[src/rtl/adder_rr_arbiter.sv]
// rtl/adder_rr_arbiter.sv - round-robin shared carry-lookahead adder with one-deep result slot
//
// Purpose:
//   NREQ requesters share one WIDTH-bit carry-lookahead adder. At most one
//   operand pair is accepted per cycle, chosen round-robin starting at the
//   requester after the last winner. The WIDTH+1-bit sum is registered into a
//   single output slot tagged with the winner's index and drained by a
//   valid/ready handshake.
//
// Ports:
//   i_clk          clock, all state on rising edge
//   i_rst          synchronous active-high reset
//   i_req          per-requester request, held with operands until granted
//   i_add1/i_add2  packed operands, requester k at [k*WIDTH +: WIDTH]
//   o_gnt          combinational one-hot grant for the accepting cycle
//   o_result       registered {carry, sum}
//   o_result_id    index of the requester owning o_result
//   o_result_valid output slot full
//   i_result_ready consumer takes o_result when valid && ready
//   o_grant_cnt    wrapping count of accepted requests
module adder_rr_arbiter #(
    parameter int WIDTH = 8,
    parameter int NREQ  = 4,
    localparam int IDW  = (NREQ > 1) ? $clog2(NREQ) : 1
) (
    input  logic                  i_clk,
    input  logic                  i_rst,
    input  logic [NREQ-1:0]       i_req,
    input  logic [NREQ*WIDTH-1:0] i_add1,
    input  logic [NREQ*WIDTH-1:0] i_add2,
    output logic [NREQ-1:0]       o_gnt,
    output logic [WIDTH:0]        o_result,
    output logic [IDW-1:0]        o_result_id,
    output logic                  o_result_valid,
    input  logic                  i_result_ready,
    output logic [15:0]           o_grant_cnt
);

    typedef enum logic {
        S_EMPTY = 1'b0,
        S_FULL  = 1'b1
    } slot_state_e;

    slot_state_e     state_q, state_d;
    logic [WIDTH:0]  result_q, result_d;
    logic [IDW-1:0]  id_q, id_d;
    logic [IDW-1:0]  ptr_q, ptr_d;
    logic [15:0]     cnt_q, cnt_d;

    // Arbitration results
    logic            found;
    int              win_idx;
    int              scan_idx;
    logic            accept;

    // Shared adder signals
    logic [WIDTH-1:0] op_a, op_b;
    logic [WIDTH-1:0] gen, prop;
    logic [WIDTH:0]   carry;
    logic             term;
    logic [WIDTH:0]   sum;

    // Round-robin scan: start at ptr and wrap modulo NREQ; first set request wins.
    always_comb begin
        found    = 1'b0;
        win_idx  = 0;
        scan_idx = 0;
        for (int i = 0; i < NREQ; i++) begin
            scan_idx = int'(ptr_q) + i;
            if (scan_idx >= NREQ) begin
                scan_idx = scan_idx - NREQ;
            end
            if (!found && i_req[scan_idx]) begin
                found   = 1'b1;
                win_idx = scan_idx;
            end
        end
    end

    // A new result may enter when the slot is empty or being drained this cycle.
    assign accept = found && ((state_q == S_EMPTY) || i_result_ready) && !i_rst;

    always_comb begin
        o_gnt = '0;
        if (accept) begin
            o_gnt[win_idx] = 1'b1;
        end
    end

    assign op_a = i_add1[win_idx*WIDTH +: WIDTH];
    assign op_b = i_add2[win_idx*WIDTH +: WIDTH];

    // Carry-lookahead: every carry is a flat OR of generate terms propagated
    // through the intervening bits, rather than a ripple chain.
    always_comb begin
        gen      = op_a & op_b;
        prop     = op_a ^ op_b;
        carry    = '0;
        term     = 1'b0;
        for (int i = 0; i < WIDTH; i++) begin
            for (int j = 0; j <= i; j++) begin
                term = gen[j];
                for (int m = j + 1; m <= i; m++) begin
                    term = term & prop[m];
                end
                carry[i+1] = carry[i+1] | term;
            end
        end
        sum = {carry[WIDTH], prop ^ carry[WIDTH-1:0]};
    end

    always_comb begin
        state_d  = state_q;
        result_d = result_q;
        id_d     = id_q;
        ptr_d    = ptr_q;
        cnt_d    = cnt_q;
        if (accept) begin
            state_d  = S_FULL;
            result_d = sum;
            id_d     = IDW'(win_idx);
            ptr_d    = (win_idx == NREQ - 1) ? '0 : IDW'(win_idx + 1);
            cnt_d    = cnt_q + 16'd1;
        end else if ((state_q == S_FULL) && i_result_ready) begin
            state_d  = S_EMPTY;
        end
    end

    always_ff @(posedge i_clk) begin
        if (i_rst) begin
            state_q  <= S_EMPTY;
            result_q <= '0;
            id_q     <= '0;
            ptr_q    <= '0;
            cnt_q    <= '0;
        end else begin
            state_q  <= state_d;
            result_q <= result_d;
            id_q     <= id_d;
            ptr_q    <= ptr_d;
            cnt_q    <= cnt_d;
        end
    end

    assign o_result       = result_q;
    assign o_result_id    = id_q;
    assign o_result_valid = (state_q == S_FULL);
    assign o_grant_cnt    = cnt_q;

endmodule
[config.mk]
export PLATFORM = sky130hd
export DESIGN_NAME = adder_rr_arbiter
export DESIGN_NICKNAME = d
export VERILOG_FILES = /design/src/rtl/adder_rr_arbiter.sv
export SDC_FILE = /design/constraint.sdc
export NUM_CORES = 1
export LEC_CHECK = 0
export BUFFER_PORTS_ARGS = -buffer_cell sky130_fd_sc_hd__buf_2
export CAP_MARGIN = 0
export CELL_PAD_IN_SITES_DETAIL_PLACEMENT = 0
export CELL_PAD_IN_SITES_GLOBAL_PLACEMENT = 1
export CORE_MARGIN = 3
export CORE_UTILIZATION = 30
export CTS_CLUSTER_DIAMETER = 60
export DETAILED_ROUTE_END_ITERATION = 8
export PLACE_DENSITY = 0.8
export SYNTH_ARGS = -nofsm -noshare
export SYNTH_HDL_FRONTEND = slang
export SYNTH_SLANG_ARGS = --single-unit
[constraint.sdc]
create_clock -name i_clk -period 4.9 [get_ports i_clk]
set_clock_uncertainty 0.15 [all_clocks]
set_input_delay 1.225 -clock i_clk [delete_from_list [all_inputs] [get_ports i_clk]]
set_output_delay 1.225 -clock i_clk [all_outputs]
set_load 0.05 [all_outputs]
* Word-level counts from Yosys, hierarchy flattened
Index checks and enable logic that the tools add are counted.
** Cells by class
- $add $sub $neg :: 9
- Shifts and indexed selects :: 2
- Mux-type cells :: 30
- Magnitude comparators :: 10
- Bitwise gates (word level) :: 60
- Reduce and logical (&&, ||, !) cells :: 13
- Eq/ne operators :: 1
** Operators with widths (number)
- 32-bit 2-to-1 mux :: 8
- 32-bit by 4-bit less-than comparator with 1-bit output (second input constant) :: 5
- 32-bit by 32-bit indexed part select with 8-bit output :: 2
- 32-bit by 3-bit == test with 1-bit output (second input constant) :: 1
- 32-bit by 1-bit >= comparator with 1-bit output (second input constant) :: 1
- 1-bit AND :: 28
- 1-bit OR :: 28
- 16-bit by 1-bit adder with 16-bit output (second input constant) :: 1
- 8-bit XOR :: 2
- 1-bit 2-to-1 mux :: 15
- 3-bit by 3-bit subtractor with 4-bit output (second input constant) :: 3
- 3-bit >= comparator (second input constant) :: 3
- 8-bit AND :: 1
- 1-bit binary-select mux with 2-bit select :: 4
- 1-bit logical AND :: 7
- 2-bit by 2-bit adder with 3-bit output (second input constant) :: 2
- 1-bit zero test :: 4
- 4-bit 2-to-1 mux :: 1
- 2-bit by 3-bit subtractor with 4-bit output (second input constant) :: 1
- 2-bit by 1-bit adder with 3-bit output (second input constant) :: 1
- 2-bit by 3-bit >= comparator with 1-bit output (second input constant) :: 1
- 2-bit adder (second input constant) :: 1
- 1-bit demux with 2-bit select :: 1
- 2-bit 2-to-1 mux :: 1
- other kinds (3) :: 3
** Word-level totals
- Output and inout port bits :: 32
- Logic and storage cells :: 130
- Register bits after elaboration :: 30

* Depth between registers and ports, before layout
Gate-level depths: netlist of run 1.
- Word-level depth :: 31
- Gate-level depth with buffers :: 20
- Gate-level depth less buffers :: 16

* Worst setup path before layout of run 1
Ideal clock, no wire load.
- Kind :: input to register
- Start :: input port i_req[2]
- End :: register result_q[6] (netlist: o_result[6])
- Stages :: 17
- Buffers on the path :: 3
- Setup time :: 116 ps
- Arrival time :: 4777 ps
- Setup slack :: -143 ps
- Path through :: buf_6 mux4_2 nor2b_1 o21ai_1 a32oi_1 buf_4 clkbuf_4 mux2i_1 o22ai_2 ha_1 ha_1 o21a_1 o21a_1 o21a_1 o21ai_0 or3b_2 a41o_1
** RTL lines
- start, declared :: line 28 : input logic [NREQ-1:0] i_req,
- end signal, assigned :: line 138 : result_q <= result_d;
- end, declared :: line 45 : logic [WIDTH:0] result_q, result_d;

==> metrics.md, run 1 <==
| Metric | Value |
|---|---|
| Critical Path AT | `3.40 ns` |
| Leakage | `1.64 nW` |
| Ys async rst share | `0%` |
| DIE AREA | `9440 um^2` |
| Die height | `97.2 um` |
| RSZ-0062 raised after global routing | `false` |
| Syn_nets | `369` |
| Layout cells sized above 1 | `42.6%` |
| Switching share of power | `44.6%` |
| R2R Setup Slk | `0.58 ns` |
| Num CTS Buffers | `5` |
| Die width | `97.2 um` |
| Worst hold path class | `register to register` |
| Routed Antenna Nets | `0` |
| Via density | `4.90` |
| Min-Delay Startpoint | `o_result[0]` |
| Post-synth EDFFs | `0` |
| Grt met3 use | `3.45%` |
| Gate power share | `74.7%` |
| Clock share of power | `11.0%` |
| Net Switching | `0.975 mW` |
| Mapped Cells | `278` |
| Final nets | `494` |
| Post-synthesis area per instance | `8.97 um^2` |
| Buf/Inv on CP | `5` |
| Slew Limit Fails | `0` |
| GRT Total Usage | `14.0%` |
| R2r worst-path depth | `16` |
| 1st-iter DRT viols | `96` |
| Area Overhead vs Synth | `38.5%` |
| FF-to-FF End | `o_result[6]` |
| DRC viols | `0` |
| Met2 Usage GRT | `24.4%` |
| Hold Path Stages | `2` |
| Congestion Overflow GR | `0` |
| Drt wl/cell | `13.5 um` |
| Initial antenna violation count | `0` |
| Pwr dens | `633 nW/um^2` |
| # rows | `32` |
| Final wirelength | `6820 um` |
| Number of port buffers | `102` |
| Status | `complete, no violations` |
| Crit Path Max Fanout | `6` |
| Crit path launch type | `input port` |
| Tot Pwr | `2.19 mW` |
| Final hold vios | `0` |
| GRT Max-Usage Layer | `met2` |
| Total core area | `7890 um^2` |
| Hold Path End | `o_result[0]` |
| Mapped cell area | `2490 um^2` |
| VDD IR max | `0.412 mV` |
| Vias in the first global route | `2470` |
| Global-route wire length before repair | `11200 um` |
| Slew HR | `37.7%` |
| Starting density of the core | `31.6%` |
| Crit path cell chain | `buf_2, mux4_2, a21oi_2, o21ai_1, xnor2_2, buf_4, buf_4, nand2_1, inv_1, ha_1, and3_1, buf_2` |
| Max-cap violation count | `0` |
| IO Pins | `103` |
| FF+latch count, synth | `30` |
| # fillers | `800` |
| Final period demand of the worst path | `4.77 ns` |
| Internal | `1.21 mW` |
| Post-Route Setup TNS | `0 ns` |
| Netlist cell types | `53` |
| # diodes | `0` |
| Via Count | `2479` |
| RD Place Congestion | `0.894` |
| Tcrit/Tclk final | `97.4%` |
| DP Wirelength | `5640 um` |
| CP endpoint kind | `output port` |
| Crit-path max cell delay | `0.55 ns` |
| Slowest stage cell, crit path | `mux4_2` |
| CTS H-tree lvls | `2` |
| Clk Latency, worst-skew pair | `0.28 ns` |
| CTS root buffer | `clkbuf_8` |
| Post-synth top flop | `dfxtp_1` |
| Crit path kind | `input port to output port` |
| Clock sink total | `30` |
| Sequential share of power | `14.3%` |
| Largest net degree at the start of global routing | `28` |
| Drt pass-1 iters | `4` |
| Total number of yosys warnings | `0` |
| F_max | `210 MHz` |
| CTS tree | `done` |
| Final setup vio count | `0` |
| Clk slew on worst S/H paths | `0.06 ns` |
| CTS Buffer Depth | `2` |
| Delay-heaviest family, CP | `buffers and inverters` |
| Final core utilization | `43.8%` |
| Actual slew at the worst max-slew pin | `0.931 ns` |
| Reg-to-Reg Start | `ptr_q[0]` |
| Critical Path RT | `3.52 ns` |
| Sequential area share after synthesis | `24.1%` |
| Met1 usage | `17.4%` |
-- synth_stat cells, drive strengths merged (2+ instances only) --
library cell | count | area (um^2)
mux2i | 36 | 360
dfxtp | 30 | 601
nand2 | 27 | 101
nor2 | 23 | 86.3
ha | 19 | 238
o22ai | 17 | 175
a21oi | 16 | 83.8
o21ai | 9 | 45.0
buf | 8 | 83.8
nand3 | 8 | 45.0
xor2 | 8 | 70.1
and3 | 7 | 43.8
clkbuf | 7 | 30.0
xnor2 | 7 | 68.8
inv | 5 | 18.8
nand4 | 5 | 31.3
nor3 | 5 | 25.0
and4 | 4 | 35.0
and2 | 3 | 18.8
nand2b | 3 | 18.8
nor2b | 3 | 18.8
o21a | 3 | 22.5
or3 | 3 | 18.8
nand3b | 2 | 15.0
-- power groups by stage --
stage                     Sequential (mW)  Combinational, mW  Clock, mW
final                               0.312               1.63      0.241
after global routing                0.317               1.80      0.257
after CTS                           0.312               1.63      0.248
after detailed placement            0.316               1.62          0
after global placement              0.316               1.61          0
after floorplan                     0.442               1.12          0
-- per-stage QoR --
stage,hold WS [ns],setup slack (ns),instance area [um^2],instances
finish,0.314,0.128,3450,506
floorplan,0.404,-0.0241,2600,278
global route,0.334,0.00598,3450,506
global placement,0.293,-0.0697,3320,497
detailed placement,0.306,-0.133,3320,497
CTS,0.317,0.137,3430,505
-- registers in the layout, indices dropped and copies added (netlist names) --
| signal | flops |
|---|---|
| ptr_q | 2 |
| o_result_id | 2 |
| o_result | 9 |
| o_result_valid | 1 |
| o_grant_cnt | 16 |
-- logic make-up (layout without fill, tap and decap cells) --
logic type,count (synthesis),count (layout),synth area share [%]
multiplexers,38,38,15.8
adder cells (fa/ha/maj),20,20,10.3
flip-flops,30,30,24.1
AO/OA/AOI/OAI,58,58,18.3
XOR/XNOR,15,15,5.57
AND/OR/NAND/NOR,96,96,19.3
buffers and inverters,21,147,6.62
-- layout by cell type, fill, tap and decap left out, types with 8 or more instances in the layout --
cell	instances
nor2_1	23
ha_1	18
mux2i_1	31
buf_2	102
buf_4	31
dfxtp_1	30
o22ai_2	9
a21oi_1	14
xor2_1	8
nand2_1	27
-- routing by layer --
layer	up-vias	part of all wire, %
met5	-	0
met4	0	0.50
met3	4	5.9
met2	62	49
met1	1149	44
li1	1264	-
-- area by class of cell --
type,count,area [um^2],area share [%]
multi-input cells,227,1840,53.1
repair buffers,134,763,22.1
flip-flops and latches,30,601,17.4
well taps,102,128,3.69
clock buffers,5,68.8,1.99
clock inverters,3,40.0,1.16
inverters,5,18.8,0.543
-- worst max path at each step --
stage          startpoint     endpoint  depth (start not counted)
2_1_floorplan    i_req[2]  o_result[6]                         17
3_3_place_gp     i_req[2]  o_result[6]                         16
3_5_place_dp     i_req[2]  o_result[6]                         16
4_1_cts          i_req[2]  o_result[6]                         16
5_1_grt          i_req[2]     o_gnt[1]                         12
6_report         i_req[2]     o_gnt[3]                         12
-- repair_timing --
item	4_1_cts	5_1_grt
endpoints found under the setup margin	0	3
setup buffers	0	1
hold buffers	0	0
resized for setup	0	4
-- worst min-delay path, stage by stage, from the launching register on --
cell and delay (ns):
dfxtp_1 0.31, nand2_1 0.05, a21oi_1 0.05
No activity file was read; power rests on OpenSTA's default activity.
==> inputs of run 2 (changes only) <==
- RECOVER_POWER: default -> 100
==> metrics.md, run 2 (synthesis results as in run 1) <==
| Metric | Value |
|---|---|
| Status | `complete, no violations (unchanged)` |
| Max FFs per register | `16 (unchanged)` |
| DIE AREA | `9440 um^2 (unchanged)` |
| Congestion Overflow GR | `0 (unchanged)` |
| GRT Total Usage | `14.0% (unchanged)` |
| Tot Pwr | `2.17 mW (was 2.19 mW)` |
| Min-Delay Startpoint | `o_result[0] (unchanged)` |
| Slew HR | `37.6% (was 37.7%)` |
| Clk slew on worst S/H paths | `0.06 ns (about the same)` |
| Critical Path RT | `3.52 ns (about the same)` |
| Most frequent cells in the layout | `buf_2, clkbuf_1, mux2i_1, dfxtp_1 (was buf_2, mux2i_1, buf_4, dfxtp_1, nand2_1)` |
| DRC viols | `0 (unchanged)` |
| Pwr dens | `637 nW/um^2 (was 633 nW/um^2)` |
| Total core area | `7890 um^2 (unchanged)` |
| Clk Latency, worst-skew pair | `0.28 ns (about the same)` |
| Crit path kind | `input port to output port (unchanged)` |
| Max-cap violation count | `0 (unchanged)` |
| Largest net degree at the start of global routing | `28 (unchanged)` |
| Crit path from | `i_req[3] (was i_req[2])` |
| Final hold vios | `0 (unchanged)` |
| Most common cell after layout, fill and taps aside | `buf_2 (unchanged)` |
| Reg-to-Reg Start | `ptr_q[0] (unchanged)` |
| Final period demand of the worst path | `4.77 ns (about the same)` |
| Post-Route Setup TNS | `0 ns (unchanged)` |
| Global-route wire length before repair | `11200 um (unchanged)` |
| CTS root buffer | `clkbuf_8 (unchanged)` |
| Actual slew at the worst max-slew pin | `0.933 ns (was 0.931 ns)` |
| Starting density of the core | `31.6% (unchanged)` |
| Initial antenna violation count | `0 (unchanged)` |
| CTS H-tree lvls | `2 (unchanged)` |
| Via density | `4.87 (was 4.90)` |
| Die height | `97.2 um (unchanged)` |
| 1st-iter DRT viols | `95 (was 96)` |
| CP endpoint kind | `output port (unchanged)` |
| F_max | `210 MHz (about the same)` |
| Number of port buffers | `102 (unchanged)` |
| Final setup vio count | `0 (unchanged)` |
| DP Wirelength | `5640 um (unchanged)` |
| Post-CTS Hold Buffers | `0 (unchanged)` |
| Via Count | `2466 (was 2479)` |
| Die width | `97.2 um (unchanged)` |
| Drt wl/cell | `13.5 um (unchanged)` |
| Layout cells sized above 1 | `34.4% (was 42.6%)` |
| RD Place Congestion | `0.894 (unchanged)` |
| Slew Limit Fails | `0 (unchanged)` |
| Crit path launch type | `input port (unchanged)` |
| VDD IR max | `0.404 mV (was 0.412 mV)` |
| RSZ-0062 raised after global routing | `false (unchanged)` |
| Num CTS Buffers | `5 (unchanged)` |
| Final wirelength | `6820 um (unchanged)` |
| Critical Path AT | `3.39 ns (was 3.40 ns)` |
| # diodes | `0 (unchanged)` |
| Worst hold path class | `register to register (unchanged)` |
| Drt pass-1 iters | `4 (unchanged)` |
| # rows | `32 (unchanged)` |
| Clock sink total | `30 (unchanged)` |
| Vias in the first global route | `2470 (unchanged)` |
| Routed Antenna Nets | `0 (unchanged)` |
| Crit Path Max Fanout | `6 (unchanged)` |
| CTS Buffer Depth | `2 (unchanged)` |
| Final nets | `494 (unchanged)` |
| Leakage | `1.50 nW (was 1.64 nW)` |
| Area Overhead vs Synth | `36.5% (was 38.5%)` |
| CTS tree | `done (unchanged)` |
| IO Pins | `103 (unchanged)` |
| Tcrit/Tclk final | `97.3% (was 97.4%)` |
-- run 2: cell count changes in the layout (fill, tap and decap cells not counted) --
cell,previous run,this run
buf_4,31,27
clkbuf_1,0,33
buf_2,102,71
clkbuf_2,0,2
-- run 2: cell type report --
class                   count  area [um^2]
fillers                   809         4480
multi-input cells         227         1840
repair buffers            134          712
flip-flops and latches     30          601
well taps                 102          128
clock buffers               5         68.8
clock inverters             3         40.0
inverters                   5         18.8
-- run 2: critical path, cell delays in order --
cell	delay [ns]
buf_2	0.11
mux4_2	0.54
a21oi_2	0.15
o21ai_1	0.10
xnor2_2	0.25
buf_4	0.16
buf_4	0.11
nand2_1	0.10
inv_1	0.11
ha_1	0.14
and3_1	0.13
buf_2	0.26
-- run 2: repair_timing --
action	in CTS	in global routing
setup buffers	0	1
resized for setup	0	4
setup endpoints to repair	0	3
endpoints found under the hold margin	0	0
-- run 2: metal layers --
layer	wire (um)	GRT usage, %
met1	3060	17.4
met3	359	3.45
met5	0	0
met2	3370	24.4
met4	34	3.13
-- run 2: power by group --
part | switching, mW | total [mW] | internal [mW]
Sequential | 0.0245 | 0.313 | 0.288
Combinational | 0.861 | 1.61 | 0.752
Clock | 0.0921 | 0.242 | 0.149
-- run 2: final timing paths --
| path | endpoint | cells past startpoint | slack (ns) |
|---|---|---|---|
| hold / removal | o_result[0] | 2 | 0.31 |
| setup / recovery | o_gnt[3] | 12 | 0.13 |
| setup reg to reg | o_result[6] | 16 | 0.58 |
| hold reg to reg | o_result[0] | 2 | 0.31 |
-- run 2: metrics by stage --
step | hold WS, ns | cells | area [um^2] | utilization (%) | setup WS, ns
2_1_floorplan | 0.404 | 278 | 2600 | - | -0.0241
3_3_place_gp | 0.293 | 497 | 3320 | 42.1 | -0.0697
3_5_place_dp | 0.306 | 497 | 3320 | 42.1 | -0.133
4_1_cts | 0.317 | 505 | 3430 | 43.5 | 0.137
5_1_grt | 0.337 | 506 | 3400 | 43.1 | 0.0119
6_report | 0.314 | 506 | 3400 | 43.1 | 0.132
==> inputs of run 3 (changes only) <==
- PLACE_DENSITY: 0.8 -> 0.78
- clock period: 4.9 -> 4.6 ns (I/O delays scaled with it)
==> metrics.md, run 3 (synthesis results as in run 1) <==
| Metric | Value |
|---|---|
| Largest net degree at the start of global routing | `27 (was 28)` |
| Gate power share | `78.2% (was 74.4%)` |
| Initial antenna violation count | `0 (unchanged)` |
| Final core utilization | `46.7% (was 43.1%)` |
| Critical Path RT | `4.62 ns (was 3.52 ns)` |
| Crit path kind | `input port to register (was input port to output port)` |
| IO Pins | `103 (unchanged)` |
| Slew HR | `34.9% (was 37.6%)` |
| Most frequent cells in the layout | `buf_2, buf_4, dfxtp_1, clkbuf_1, nand2_1 (was buf_2, clkbuf_1, mux2i_1, dfxtp_1)` |
| CTS tree | `done (unchanged)` |
| Pre-CTS setup slack | `-0.326 ns (was -0.133 ns)` |
| Via Count | `2542 (was 2466)` |
| Final setup vio count | `0 (unchanged)` |
| Crit Path Max Fanout | `7 (was 6)` |
| Post-CTS Hold Buffers | `0 (unchanged)` |
| Area Overhead vs Synth | `47.6% (was 36.5%)` |
| Final WS setup | `0.0894 ns (was 0.132 ns)` |
| DRC viols | `0 (unchanged)` |
| Clk Latency, worst-skew pair | `0.27 ns (was 0.28 ns)` |
| Max-cap violation count | `0 (unchanged)` |
| Drt pass-1 iters | `4 (unchanged)` |
| VDD IR max | `0.382 mV (was 0.404 mV)` |
| RSZ-0062 raised after global routing | `true (was false)` |
| Most common cell after layout, fill and taps aside | `buf_2 (unchanged)` |
| F_max | `222 MHz` |
| Slew Limit Fails | `0 (unchanged)` |
| Final Cell Area | `3680 um^2 (was 3400 um^2)` |
| Layout cells sized above 1 | `41.3% (was 34.4%)` |
| Via density | `4.91 (was 4.87)` |
| Num CTS Buffers | `5 (unchanged)` |
| Clk slew on worst S/H paths | `0.06 ns (about the same)` |
| Final wirelength | `7230 um (was 6820 um)` |
| Post-Route Setup TNS | `0 ns (unchanged)` |
| Pwr dens | `686 nW/um^2 (was 637 nW/um^2)` |
| # diodes | `0 (unchanged)` |
| Final hold vios | `0 (unchanged)` |
| CP endpoint kind | `register (was output port)` |
| Non-Filler Instances | `518 (was 506)` |
| Met2 Usage GRT | `23.5% (was 24.4%)` |
| RD Place Congestion | `0.910 (was 0.894)` |
| Cell Area, Placed | `3350 um^2 (was 3320 um^2)` |
| Clock sink total | `30 (unchanged)` |
| Placed insts | `501 (was 497)` |
| GRT Total Usage | `14.6% (was 14.0%)` |
| Number of port buffers | `102 (unchanged)` |
| Clock share of power | `8.5% (was 11.1%)` |
| DIE AREA | `9440 um^2 (unchanged)` |
| GRT Max-Usage Layer | `met2 (unchanged)` |
| Sequential share of power | `13.3% (was 14.4%)` |
| Die height | `97.2 um (unchanged)` |
| Worst hold path class | `register to register (unchanged)` |
| Critical Path AT | `4.53 ns (was 3.39 ns)` |
| Drt wl/cell | `14.0 um (was 13.5 um)` |
| CTS root buffer | `clkbuf_8 (unchanged)` |
| Total core area | `7890 um^2 (unchanged)` |
| Leakage | `1.59 nW (was 1.50 nW)` |
| Tot Pwr | `2.53 mW (was 2.17 mW)` |
| Final period demand of the worst path | `4.51 ns` |
| # rows | `32 (unchanged)` |
| Net Switching | `1.14 mW (was 0.978 mW)` |
| CTS H-tree lvls | `2 (unchanged)` |
| Crit path launch type | `input port (unchanged)` |
| Internal | `1.39 mW (was 1.19 mW)` |
| Tcrit/Tclk final | `98.1%` |
| Routed Antenna Nets | `0 (unchanged)` |
| Vias in the first global route | `2524 (was 2470)` |
| Global-route wire length before repair | `11800 um (was 11200 um)` |
| Status | `complete, no violations (unchanged)` |
| 1st-iter DRT viols | `84 (was 95)` |
| Min Hold Slack | `0.316 ns (was 0.314 ns)` |
| Congestion Overflow GR | `0 (unchanged)` |
| Met1 usage | `20.3% (was 17.4%)` |
| Final nets | `506 (was 494)` |
| Starting density of the core | `31.6% (unchanged)` |
| Max FFs per register | `16 (unchanged)` |
| Grt met3 use | `3.80% (was 3.45%)` |
| # fillers | `774 (was 809)` |
| DP Wirelength | `5710 um (was 5640 um)` |
| CTS Buffer Depth | `2 (unchanged)` |
| Die width | `97.2 um (unchanged)` |
| Actual slew at the worst max-slew pin | `0.973 ns (was 0.933 ns)` |
| Switching share of power | `45.1% (about the same)` |
==> run 3: worst max-delay path: stages <==
cell,delay [ns]
buf_6,0.09
mux4_2,0.57
nor2b_2,0.15
o21ai_2,0.08
a32oi_4,0.28
buf_12,0.18
mux2i_4,0.24
o22ai_4,0.11
ha_4,0.25
ha_4,0.15
o21a_1,0.20
o21a_1,0.19
o21a_1,0.19
o21ai_2,0.13
or3b_4,0.38
a41o_1,0.17
==> run 3: final timing paths <==
path | start | to | slack [ns] | cells past startpoint
setup / recovery | i_req[2] | o_result[6] | 0.09 | 16
hold / removal | o_result_id[1] | o_result_id[1] | 0.32 | 2
setup reg to reg | ptr_q[0] | o_result[6] | 0.15 | 17
hold reg to reg | o_result_id[1] | o_result_id[1] | 0.32 | 2
==> run 3: timing repair <==
action,CTS,global route
pin swaps,2,14
endpoints found under the setup margin,3,9
gates cloned,1,0
buffers inserted,2,7
resized for setup,8,36
==> run 3: cell type report <==
type                       count  area [um^2]  area share (%)
timing repair buffer         146          877            23.8
clock buffer                   7         86.3            2.35
clock inverter                 1         5.00           0.136
sequential                    30          601            16.3
tap                          102          128            3.47
multi-input combinational    227         1960            53.4
inverter                       5         18.8           0.510
==> run 3: metal layers <==
layer / vias to the layer above / wire length (um)
li1: 1291 / -
met1: 1187 / 3360
met2: 61 / 3420
met3: 3 / 427
met4: 0 / 16
met5: - / 0
==> run 3: power by group through the flow <==
stage	clock network (mW)	registers [mW]	logic [mW]
2_1_floorplan	0	0.471	1.19
3_3_place_gp	0	0.340	1.71
3_5_place_dp	0	0.340	1.73
4_1_cts	0.221	0.335	1.82
5_1_grt	0.237	0.341	2.13
6_report	0.215	0.336	1.97
